==> config.mk <==
export PLATFORM = sky130hd
export DESIGN_NAME = reg_file_mp
export DESIGN_NICKNAME = d
export VERILOG_FILES = /design/src/rtl/reg_file_mp.sv
export SDC_FILE = /design/constraint.sdc
export NUM_CORES = 2
export LEC_CHECK = 0
export BUFFER_PORTS_ARGS = -buffer_cell sky130_fd_sc_hd__buf_2
export CORE_MARGIN = 10
export CORE_UTILIZATION = 50
export CTS_BUF_LIST = sky130_fd_sc_hd__clkbuf_8
export CTS_CLUSTER_DIAMETER = 40
export DETAILED_ROUTE_END_ITERATION = 8
export PLACE_DENSITY = 0.78
export REMOVE_ABC_BUFFERS = 1
export SLEW_MARGIN = 30
export SYNTH_ARGS = -nofsm -noshare
export SYNTH_HDL_FRONTEND = slang
export SYNTH_SLANG_ARGS = --single-unit
==> constraint.sdc <==
create_clock -name clk -period 44.2 [get_ports clk]
set_input_delay 13.26 -clock clk [delete_from_list [all_inputs] [get_ports clk]]
set_output_delay 13.26 -clock clk [all_outputs]
set_load 0.01 [all_outputs]
==> src/rtl/reg_file_mp.sv <==
// Multi-port register file: NUM_RD async read ports, two write ports, per-register busy
// scoreboard; top index aliases the external PC. Optional same-cycle bypass: RF_BYPASS_EN.
module reg_file_mp #(
    parameter int unsigned DATA_W = 32,
    parameter int unsigned ADDR_W = 4,
    parameter int unsigned NUM_RD = 3
) (
    input  logic                       clk,
    input  logic                       rst,
    input  logic                       we0,
    input  logic [ADDR_W-1:0]          wa0,
    input  logic [DATA_W-1:0]          wd0,
    input  logic                       we1,
    input  logic [ADDR_W-1:0]          wa1,
    input  logic [DATA_W-1:0]          wd1,
    input  logic [NUM_RD*ADDR_W-1:0]   ra,
    input  logic [DATA_W-1:0]          r15,
    output logic [NUM_RD*DATA_W-1:0]   rd,
    input  logic                       bset,
    input  logic [ADDR_W-1:0]          bset_a,
    output logic [NUM_RD-1:0]          rd_busy,
    output logic [2**ADDR_W-1:0]       busy_vec
);

    localparam int unsigned NumRegs = 2 ** ADDR_W;
    localparam int unsigned NumPhys = NumRegs - 1;
    localparam logic [ADDR_W-1:0] PcIdx = ADDR_W'(NumRegs - 1);

    logic [DATA_W-1:0]  rf_q [NumPhys];
    logic [DATA_W-1:0]  rf_d [NumPhys];
    logic [NumPhys-1:0] busy_q;
    logic [NumPhys-1:0] busy_d;

    // Writes aimed at the PC alias are dropped before they reach the array.
    logic wr0_ok;
    logic wr1_ok;
    assign wr0_ok = we0 && (wa0 != PcIdx);
    assign wr1_ok = we1 && (wa1 != PcIdx);

    // Port 1 is applied first so a same-address port 0 write overrides it.
    always_comb begin
        rf_d = rf_q;
        for (int i = 0; i < int'(NumPhys); i++) begin
            if (wr1_ok && (wa1 == ADDR_W'(i))) begin
                rf_d[i] = wd1;
            end
            if (wr0_ok && (wa0 == ADDR_W'(i))) begin
                rf_d[i] = wd0;
            end
        end
    end

    // Clear on writeback, then set on issue so a new producer stays pending.
    always_comb begin
        busy_d = busy_q;
        for (int i = 0; i < int'(NumPhys); i++) begin
            if ((wr0_ok && (wa0 == ADDR_W'(i))) || (wr1_ok && (wa1 == ADDR_W'(i)))) begin
                busy_d[i] = 1'b0;
            end
            if (bset && (bset_a == ADDR_W'(i))) begin
                busy_d[i] = 1'b1;
            end
        end
    end

    always_ff @(posedge clk or posedge rst) begin
        if (rst) begin
            rf_q   <= '{default: '0};
            busy_q <= '0;
        end else begin
            rf_q   <= rf_d;
            busy_q <= busy_d;
        end
    end

    assign busy_vec = {1'b0, busy_q};

    for (genvar k = 0; k < int'(NUM_RD); k++) begin : g_rd
        logic [ADDR_W-1:0] addr;
        logic [DATA_W-1:0] data;
        logic              busy;

        assign addr = ra[k*ADDR_W +: ADDR_W];

        // The PC alias is served even while reset is held.
        always_comb begin
            data = '0;
            busy = 1'b0;
            if (addr == PcIdx) begin
                data = r15;
            end else if (!rst) begin
`ifdef RF_BYPASS_EN
                if (wr0_ok && (wa0 == addr)) begin
                    data = wd0;
                end else if (wr1_ok && (wa1 == addr)) begin
                    data = wd1;
                end else begin
                    data = rf_q[addr];
                    busy = busy_q[addr];
                end
`else
                data = rf_q[addr];
                busy = busy_q[addr];
`endif
            end
        end

        assign rd[k*DATA_W +: DATA_W] = data;
        assign rd_busy[k]             = busy;
    end

endmodule

==> run_results.csv <==
group,metric,value,unit
sta,tns,0,ns
cts,tritoncts,"done",
floorplanning,die_x,286.1,um
drt,routed-via-count,30790,
power,seq_power_share,0.412,
sta,rsz0062_at_grt,"false",
power,switching_share,0.3427,
floorplanning,io-pin-count,240,
power,comb_power_share,0.291,
layout,fin_cells,4386,
power,power.share.clock,0.297,
floorplanning,die_area,81850,um^2
placement,numPortBuffers,238,
power,power_switching,0.5731,mW
worst_hold_path,hp-start,"rf_q[278]$_DFFE_PP0P_",
sta,skew,0,ns
synth,synth.avg_cell_area,10.52,um^2
worst_hold_path,hold_depth,2,
drt,drt_pass1_iterations,8,
synth,syn_inst,3365,
power,p_per_area,43.12,nW/um^2
global_route,antenna_found_initial,13,
drt,ant_nets,0,
synth,synthDistinctLibCells,38,
setup_path,worstSetupStartpointType,"primary input",
floorplanning,rows,97,
run_status,status,"complete, no violations",
global_route,grt_start_max_net_pins,114,
power,p_leak,16.06,nW
setup_path,r2r_start,"rf_q[82]$_DFFE_PP0P_",
floorplanning,start_util,0.5047,
setup_path,rrSetupSlack,43.32,ns
drt,wl,128.1,mm
cts,root_buffer,"clkbuf_8",
global_route,grt_pass1_vias,30650,
sta,tightest_slew,1.085,ns
placement,hpwlAfterDp,73.86,mm
worst_hold_path,min_to,"rf_q[278]$_DFFE_PP0P_",
layout,fin_nets,3492,
cts,cts_buffer_depth,3,
setup_path,cp_data_arrival_time,16.61,ns
drt,drc,0,
sta,setup_viol,0,
cts,cts_hold_buf,0,
synth,synth-seq-area-share,0.3499,
drt,drt_iter0_drc,4595,
layout,syn_to_final_growth,9.532,%
sta,finalCritPeriodShare,0.6758,
setup_path,crit_fanout,50,
cts,htreeDepth,3,
placement,placed_cells,4214,
setup_path,worstSetupPathType,"in -> out",
placement,place.gp.congestion,0.8820,
sta,slew_viol_final,0,
cts,cts_buffers,89,
cts,clkSinkCount,495,
worst_hold_path,min_path_type,"reg -> reg",
floorplanning,die_h,286.1,um
sta,slew_headroom,0.2763,
cts,clock_latency,0.69,ns
drt,wl_per_cell,29.20,um
synth,synth-seq-cells,495,
synth,netlist_area,35400,um^2
drt,via_per_inst,7.020,
global_route,grt_usage,0.3049,
job,maxCapViolCount,0,
cts,cts_setup_buffers,0,
setup_path,rr_worst_depth,2,
synth,yosys_warnings,0,
layout,layout-drive-gt1-share,0.2291,
power,internal-power,1.099,mW
sta,fmax,33.48,MHz
sta,holdWs,0.5751,ns
global_route,grt.overflow.total,0,
floorplanning,core_area,70150,um^2
power,vdd_drop_max,0.02122,mV
setup_path,timing.rr.end,"rf_q[82]$_DFFE_PP0P_",
global_route,grt_pass1_wl,192.5,mm
cts,cts_repair_resize_count,0,
sta,fin_crit,29.87,ns
cts,clk_pin_slew,0.07,ns
setup_path,critPathRequiredTime,30.94,ns
sta,hold_viol_final,0,
setup_path,endpoint_kind,"output port",
metal layers:
layer	GRT usage	wire length (um)	vias up	part of all wire
met2	0.4663	57560	2473	0.45
met4	0.1979	8861	12	0.069
li1	-	-	12650	-
met3	0.08852	16690	605	0.13
met1	0.3745	44900	15050	0.35
met5	0	57	-	0.00045
cells in the mapped netlist (all sizes together):
| cell | count | area (um^2) |
|---|---|---|
| inv | 42 | 157.7 |
| nand2b | 10 | 62.56 |
| mux4 | 297 | 6689 |
| o22ai | 4 | 25.02 |
| mux2 | 1 | 11.26 |
| a221oi | 1 | 8.760 |
| nand2 | 283 | 1062 |
| nor2b | 4 | 25.02 |
| a221o | 2 | 20.02 |
| and3 | 6 | 37.54 |
| mux2i | 676 | 6766 |
| and3b | 2 | 17.52 |
| a22oi | 1 | 7.510 |
| or3b | 1 | 8.760 |
| nand3b | 7 | 52.55 |
| o32ai | 1 | 8.760 |
| o211ai | 192 | 1441 |
| o21a | 2 | 15.01 |
| a21oi | 322 | 1612 |
| o221ai | 95 | 832.1 |
| nor2 | 341 | 1300 |
| a32o | 3 | 30.03 |
| or2 | 4 | 25.03 |
| conb | 1 | 3.750 |
| o21ai | 174 | 870.8 |
| clkbuf | 191 | 716.9 |
| dfrtp | 495 | 12390 |
| buf | 195 | 1135 |
| or3 | 1 | 6.260 |
| nand3 | 8 | 40.04 |
| nor3b | 3 | 27.52 |
power groups by stage:
stage / sequential (mW) / combinational [mW] / clock [mW]
after floorplan: 0.652 / 0.336 / 0
after global placement: 0.675 / 0.464 / 0
after detailed placement: 0.685 / 0.478 / 0
after CTS: 0.680 / 0.480 / 0.497
after global routing: 0.700 / 0.525 / 0.518
final: 0.688 / 0.487 / 0.497
state kept, by name, summed over array words and instances (netlist names):
name,count
rf_q,480
busy_q,15
cell type report:
type	count	area [um^2]
multi-input cells	2442	21250
well taps	940	1176
clock inverters	57	559.3
clock buffers	106	1459
flip-flops and latches	495	12390
inverters	42	165.2
fillers	5931	31370
diodes	7	17.52
repair buffers	297	1765
per-stage QoR:
step / worst slack (ns) / utilization / total power, mW / cell area, um^2
after detailed placement: 14.30 / 0.5227 / 1.164 / 36670
after CTS: 14.30 / 0.5515 / 1.657 / 38690
after floorplan: 1.458 / - / 0.9885 / 33550
final: 14.33 / 0.5528 / 1.672 / 38780
after global placement: 14.33 / 0.5221 / 1.139 / 36630
after global routing: 14.16 / 0.5527 / 1.743 / 38770
how the worst max path moves through the flow:
stage / start / end
CTS: ra[0] / rd[31]
floorplan: rst / rd_busy[1]
global route: ra[0] / rd[31]
global placement: ra[0] / rd[31]
detailed placement: ra[0] / rd[31]
finish: ra[0] / rd[30]
cells in the final DEF (no fill, tap or decap), drive strengths merged, types with 21 or more instances in the layout:
cell / n
a21oi: 322
inv: 60
clkbuf: 109
o211ai: 192
o221ai: 95
buf: 294
mux4: 297
nor2: 341
clkinv: 21
nand2: 283
o21ai: 174
mux2i: 676
dfrtp: 495
kinds of logic (layout without fill, tap and decap cells):
kind of cell    after synthesis  in the layout  share of synthesized area
mux                         974            974                     0.3804
compound gates              797            797                     0.1376
simple gates                670            670                    0.07528
flops                       495            495                     0.3499
buf+inv                     428            502                    0.05676
other cells                   1              8                  0.0001059
critical path, cell delays in order:
cell and delay (ns):
clkbuf_8 0.27, buf_16 0.34, buf_4 0.60, nand3_1 0.28, nor2_4 0.69, buf_4 0.49
nand2_1 0.10, o211ai_1 0.16, buf_2 0.22
No activity file was read; power rests on OpenSTA's default activity.
